===== src/rtl/z80_bus_arbiter.sv =====
// Round-robin BUSRQ/BUSAK arbiter sharing the Z80 external bus
// between the CPU and up to eight external bus masters.
module z80_bus_arbiter #(
    parameter  int N_REQ    = 2,
    parameter  int MAX_HOLD = 256,
    parameter  int CPU_GAP  = 4,
    localparam int IDX_W    = (N_REQ > 1) ? $clog2(N_REQ) : 1
) (
    input  logic             clk,
    input  logic             reset,
    input  logic [N_REQ-1:0] req,
    output logic [N_REQ-1:0] gnt,
    output logic [IDX_W-1:0] owner,
    output logic             busrq_n,
    input  logic             busak_n,
    output logic             bus_float,
    output logic             busy,
    output logic             timeout
);

    localparam int HOLD_W = (MAX_HOLD > 0) ? $clog2(MAX_HOLD + 1) : 1;
    localparam int GAP_W  = (CPU_GAP > 0) ? $clog2(CPU_GAP + 1) : 1;

    localparam logic [HOLD_W-1:0] HOLD_LAST =
        HOLD_W'((MAX_HOLD > 0) ? MAX_HOLD - 1 : 0);
    localparam logic [GAP_W-1:0] GAP_MAX  = GAP_W'(CPU_GAP);
    localparam logic [IDX_W-1:0] IDX_LAST = IDX_W'(N_REQ - 1);

    typedef enum logic [1:0] {
        IDLE,
        REQUEST,
        GRANT,
        RELEASE
    } state_t;

    state_t            state;
    logic [IDX_W-1:0]  last_q;
    logic [IDX_W-1:0]  win;
    logic [IDX_W-1:0]  pick;
    logic              any_req;
    logic              owner_req;
    logic [GAP_W-1:0]  gap_q;
    logic [HOLD_W-1:0] hold_q;

    // Search starts just after the last granted index and wraps mod N_REQ.
    always_comb begin
        win     = last_q;
        pick    = last_q;
        any_req = 1'b0;
        for (int i = 1; i <= N_REQ; i++) begin
            pick = IDX_W'((int'(last_q) + i) % N_REQ);
            if (!any_req && req[pick]) begin
                win     = pick;
                any_req = 1'b1;
            end
        end
    end

    assign owner_req = req[owner];

    always_ff @(posedge clk) begin
        if (reset) begin
            state     <= IDLE;
            busrq_n   <= 1'b1;
            gnt       <= '0;
            bus_float <= 1'b0;
            busy      <= 1'b0;
            timeout   <= 1'b0;
            owner     <= '0;
            last_q    <= IDX_LAST;
            gap_q     <= GAP_MAX;
            hold_q    <= '0;
        end else begin
            timeout <= 1'b0;
            unique case (state)
                IDLE: begin
                    if (gap_q != GAP_MAX) begin
                        gap_q <= gap_q + 1'b1;
                    end else if (any_req) begin
                        owner   <= win;
                        state   <= REQUEST;
                        busrq_n <= 1'b0;
                        busy    <= 1'b1;
                    end
                end
                REQUEST: begin
                    if (!owner_req) begin
                        state   <= RELEASE;
                        busrq_n <= 1'b1;
                    end else if (!busak_n) begin
                        state     <= GRANT;
                        gnt       <= N_REQ'(1) << owner;
                        bus_float <= 1'b1;
                        last_q    <= owner;
                        hold_q    <= '0;
                    end
                end
                GRANT: begin
                    hold_q <= hold_q + 1'b1;
                    if (!owner_req ||
                        (MAX_HOLD != 0 && hold_q == HOLD_LAST)) begin
                        state   <= RELEASE;
                        gnt     <= '0;
                        busrq_n <= 1'b1;
                        // A simultaneous drop counts as a normal release.
                        timeout <= owner_req;
                    end
                end
                RELEASE: begin
                    if (busak_n) begin
                        state     <= IDLE;
                        bus_float <= 1'b0;
                        busy      <= 1'b0;
                        gap_q     <= '0;
                    end
                end
                default: state <= IDLE;
            endcase
        end
    end

endmodule


===== config.mk =====
export PLATFORM = sky130hd
export DESIGN_NAME = z80_bus_arbiter
export DESIGN_NICKNAME = d
export VERILOG_FILES = /design/src/rtl/z80_bus_arbiter.sv
export SDC_FILE = /design/constraint.sdc
export NUM_CORES = 1
export LEC_CHECK = 0
export ABC_CLOCK_PERIOD_IN_PS = 2000
export BUFFER_PORTS_ARGS = -buffer_cell sky130_fd_sc_hd__clkbuf_2
export CAP_MARGIN = 40
export CORE_ASPECT_RATIO = 0.7
export CORE_MARGIN = 4
export CORE_UTILIZATION = 57
export DETAILED_ROUTE_END_ITERATION = 6
export PLACE_DENSITY = 0.8
export SYNTH_ARGS = -nofsm -noshare
export SYNTH_HDL_FRONTEND = slang
export SYNTH_SLANG_ARGS = --single-unit

===== constraint.sdc =====
create_clock -name clk -period 2 [get_ports clk]
set_input_delay 0.4 -clock clk [delete_from_list [all_inputs] [get_ports clk]]
set_output_delay 0.4 -clock clk [all_outputs]
set_load 0.005 [all_outputs]

==> results by stage <==
Drt:
- After detailed routing, the average wire length per cell comes to 13.81 µm.
- The routed via count divided by cell count is 5.989.
- The total routed wirelength is ~2400 µm.
- Before antenna repair, the detailed router went through 4 iterations.
- After detailed routing, the number of remaining DRC violations is 0.
- The via count is 1048.
- The final antenna-violating net count is 0.
- For this block, the initial DRC count from the detailed router was 82.

Synth:
- After Yosys synthesis, and, or, nand and nor cells account for a little under a quarter of the synthesized area.
- For this run, the register share of the synthesized area comes to between 30% and 40%.
- Sorting the synthesized cells by area gives the leading types as dfxtp_1 37%, ha_1 8.4%, a21oi_1 6.3%.
- The cell area after synthesis is approximately 1200 µm².
- The average footprint of a synthesized cell is approximately 8.6 µm².
- Measured against the total synthesized area, the mux share comes to 2.944%.
- The compound-gate portion of the synthesized area is 23.76%.
- dfxtp_1 takes more of the synthesized area than any other cell.
- For this run, asynchronously set or reset flops after synthesis account for 0%.
- Synthesis produced a netlist with a net count of between 150 and 200.
- The Yosys warning count is 0.
- The fraction of post-synthesis cell area in the top cell type by area is 37.01%.
- The post-synthesis cell type count is 42.
- The register bit total from synthesis is 22.
- The combinational family with the most area after synthesis is compound AO/OA/AOI/OAI gates.
- The most common flop cell mapped by yosys is dfxtp_1.
- Synthesis produced a netlist whose cell count is between 100 and 150.
- After Yosys synthesis, full adders, half adders and majority gates account for about 8.4% of the synthesized area.
- The parity-gate share of the synthesized area counting xor and xnor cells is 0.7361%.
- Counting flops with a built-in enable in the synthesized netlist gives 0.

Global routing:
- The first-pass GRT wire length is between 4000 and 5000 µm.
- Global routing consumed, over all layers together, about a fifth of the routing resources.
- The via count of the first global-routing pass is between 900 and 1000.
- The initial antenna violation count is 0.
- The maximum number of pins on one net before global-route repair is 16.
- After global routing the overflow that remains totals 0.

Clock network:
- Post-CTS timing repair inserted 0 buffers for setup.
- The maximum buffer depth of the clock tree is 2.
- The clock drives 22 sinks.
- The clock tree from TritonCTS is yes.
- The number of hold buffers added after cts is 0.
- After clock tree synthesis, the repair step resized 0 gates.
- The later pin in the worst-skew pair is clocked with a latency of between 0.3 and 0.4 ns.
- The number of clock buffers inserted by TritonCTS is 3.
- The clock transition at the registers of the reported paths is around 0.13 ns.
- The library cell used as clock root buffer is clkbuf_4.
- CTS built an H-tree with a depth of 1.

Floorplanning:
- The die covers 2894 µm².
- The number of core rows is 13.
- The floorplan step defined a core boundary enclosing roughly 1900 µm².
- The initial core utilization is about three fifths.
- The floorplan die width is between 60 and 70 µm.
- The die height is around 46 µm.
- 12 I/O pins were placed.

Final layout:
- After filler insertion, the fill cell instance count of the layout stands at roughly 160.
- For this run, the post-layout net count is approximately 170.
- The area occupied by multi-input gates is slightly below 700 µm².
- The area growth from synthesis to layout is 11.78%.
- The number of antenna diodes is 0.
- The library cells used most frequently in the layout, excluding fill and tap cells, are 22 x dfxtp_1, 15 x a21oi_1, 14 x nand2_1.
- The storage element area is ~440 µm².
- The most common cell after layout, fill and taps aside is dfxtp_1.
- The proportion of layout cells with a drive suffix above 1 is between 15 and 20%.

Setup path:
- The type of element capturing the critical path is a flip-flop.
- The biggest fanout along the worst timing path is 6.
- For this run, the slowest stage of the critical path takes approximately 0.37 ns.
- By instance count, the cell type seen most on the critical path is and4_1.
- STA puts the critical path data required time at between 2 and 2.5 ns.
- For the worst setup path, the data arrival time is just over 2 ns.
- Traced cell by cell, the critical path runs through and4_1, nand2_1, nor2_1, ha_1, nand3b_1, and4_1, a211o_1.
- The worst setup path is of the flip-flop to flip-flop kind.
- The critical path launch point type is a flip-flop.
- The slowest stage cell on the critical path is dfxtp_1.

Run status:
- The run finished with clean final reports.

STA:
- Hold timing on the final database bottoms out at a slack of 0.3941 ns.
- The number of hold violations in the final report is 0.
- The routed design could run at a clock period as short as 1.855 ns.
- The final number of max-transition violations is 0.
- The final clock period utilization by the worst path is 92.73%.
- The setup-violating endpoint count in the final report is 0.
- The fmax is ~540 MHz.
- At the pin with the least slew margin, the transition time is between 0.4 and 0.5 ns.
- Headroom to the max-slew limit came out at between 60% and 70%.
- Setup repair after global routing left no endpoint under its margin.
- The post-route setup TNS is 0 ns.
- For the final database, setup skew stands at 0.009957 ns.

Placed design:
- Routability-driven placement finished with a final weighted congestion of between 0.8 and 0.9.
- The half-perimeter wire length of the detailed placement result is between 1500 and 2000 µm.
- The number of buffers added on ports is 11.

Job:
- Across the run, the number of max-cap violations was 0.

Pwr:
- The relative contribution of combinational cells to total power is between 40% and 50%.
- The clock network fraction of design power is a little over a fifth.
- The leakage power is approximately 0.52 nW.
- Sequential cells burn ~36% of the power.
- VDD sags by at most approximately 0.00083 V.
- The switching part of the total is 37.31%.
- The power spent charging and discharging nets is 0.5926 mW.
- Internal power comes to ~1.0 mW.
- Dividing total power by cell area gives a power density of about 1200 nW/µm².

Worst hold path:
- The min-delay analysis places its worst path in the category input port to flip-flop.
-- cell families (layout without fill, tap and decap cells) --
| kind of cell | count (synthesis) | after routing |
|---|---|---|
| AO/OA/AOI/OAI | 42 | 42 |
| XOR/XNOR | 1 | 1 |
| multiplexers | 3 | 3 |
| adder cells (fa/ha/maj) | 8 | 8 |
| flip-flops | 22 | 22 |
| buffers and inverters | 13 | 27 |
| AND/OR/NAND/NOR | 50 | 50 |
-- synth_stat cells, types with 2 or more instances --
| master | n |
|---|---|
| a32oi_1 | 3 |
| nor3_1 | 2 |
| clkbuf_1 | 2 |
| nand3b_1 | 3 |
| or3_1 | 4 |
| nor2_1 | 8 |
| nand2b_1 | 2 |
| a21oi_1 | 15 |
| ha_1 | 8 |
| inv_1 | 8 |
| or4_1 | 2 |
| dfxtp_1 | 22 |
| nor3b_1 | 2 |
| and4_1 | 2 |
| o31ai_1 | 2 |
| nand3_1 | 5 |
| o21ai_0 | 9 |
| buf_2 | 2 |
| nand2_1 | 14 |
| mux2i_1 | 2 |
-- power groups by stage --
stage	clock network [mW]	registers [mW]	logic, mW
6_report	0.345	0.569	0.674
5_1_grt	0.376	0.581	0.766
4_1_cts	0.355	0.569	0.669
3_5_place_dp	0	0.578	0.670
3_3_place_gp	0	0.574	0.643
2_1_floorplan	0	0.570	0.507
-- metrics by stage --
| step | instances | instance area [µm²] | worst slack, ns | util (%) | total power [mW] |
|---|---|---|---|---|---|
| final | 175 | 1330 | 0.1455 | 69.30 | 1.588 |
| after global routing | 175 | 1330 | 0.004792 | 69.30 | 1.722 |
| after CTS | 175 | 1330 | 0.1477 | 69.30 | 1.593 |
| after detailed placement | 171 | 1277 | 0.1681 | 66.56 | 1.248 |
| after global placement | 171 | 1277 | 0.2541 | 66.56 | 1.216 |
| after floorplan | 139 | 1190 | 0.3187 | - | 1.078 |
-- registers in the layout, indices dropped and copies added, names as in the netlist --
| register | count |
|---|---|
| owner | 1 |
| busrq_n | 1 |
| timeout | 1 |
| bus_float | 1 |
| state | 2 |
| last_q | 1 |
| hold_q | 9 |
| gap_q | 3 |
| gnt | 2 |
| busy | 1 |
-- area by class of cell --
| cell class | count | area share [%] |
|---|---|---|
| clock buffer | 3 | 1.693 |
| clock inverter | 1 | 2.258 |
| inverter | 8 | 2.258 |
| multi-input combinational | 104 | 52.21 |
| sequential | 22 | 33.11 |
| tap | 22 | 2.070 |
| timing repair buffer | 15 | 6.397 |
-- layer usage --
layer  part of all wire [%]  vias up  GRT usage, %
li1                       -      538             -
met1                     53      478         26.43
met2                     41       30         29.24
met3                    6.3        2         5.610
met4                   0.50        0         4.825
met5                      0        -             0
-- worst paths after layout --
check                 start         to  slack [ns]  cells past startpoint
setup / recovery  hold_q[2]    busrq_n        0.15                      7
hold / removal       req[1]      owner        0.39                      3
hold reg to reg   bus_float  bus_float        0.48                      2
setup reg to reg  hold_q[2]    busrq_n        0.15                      7
-- worst max-delay path, delay by kind of cell (launching register included) --
kind                     cells  cell delay, ns
adder cells (fa/ha/maj)      1            0.21
AO/OA/AOI/OAI                1            0.26
AND/OR/NAND/NOR              5            0.92
flip-flops                   1            0.37
No activity file was read; power rests on OpenSTA's default activity.
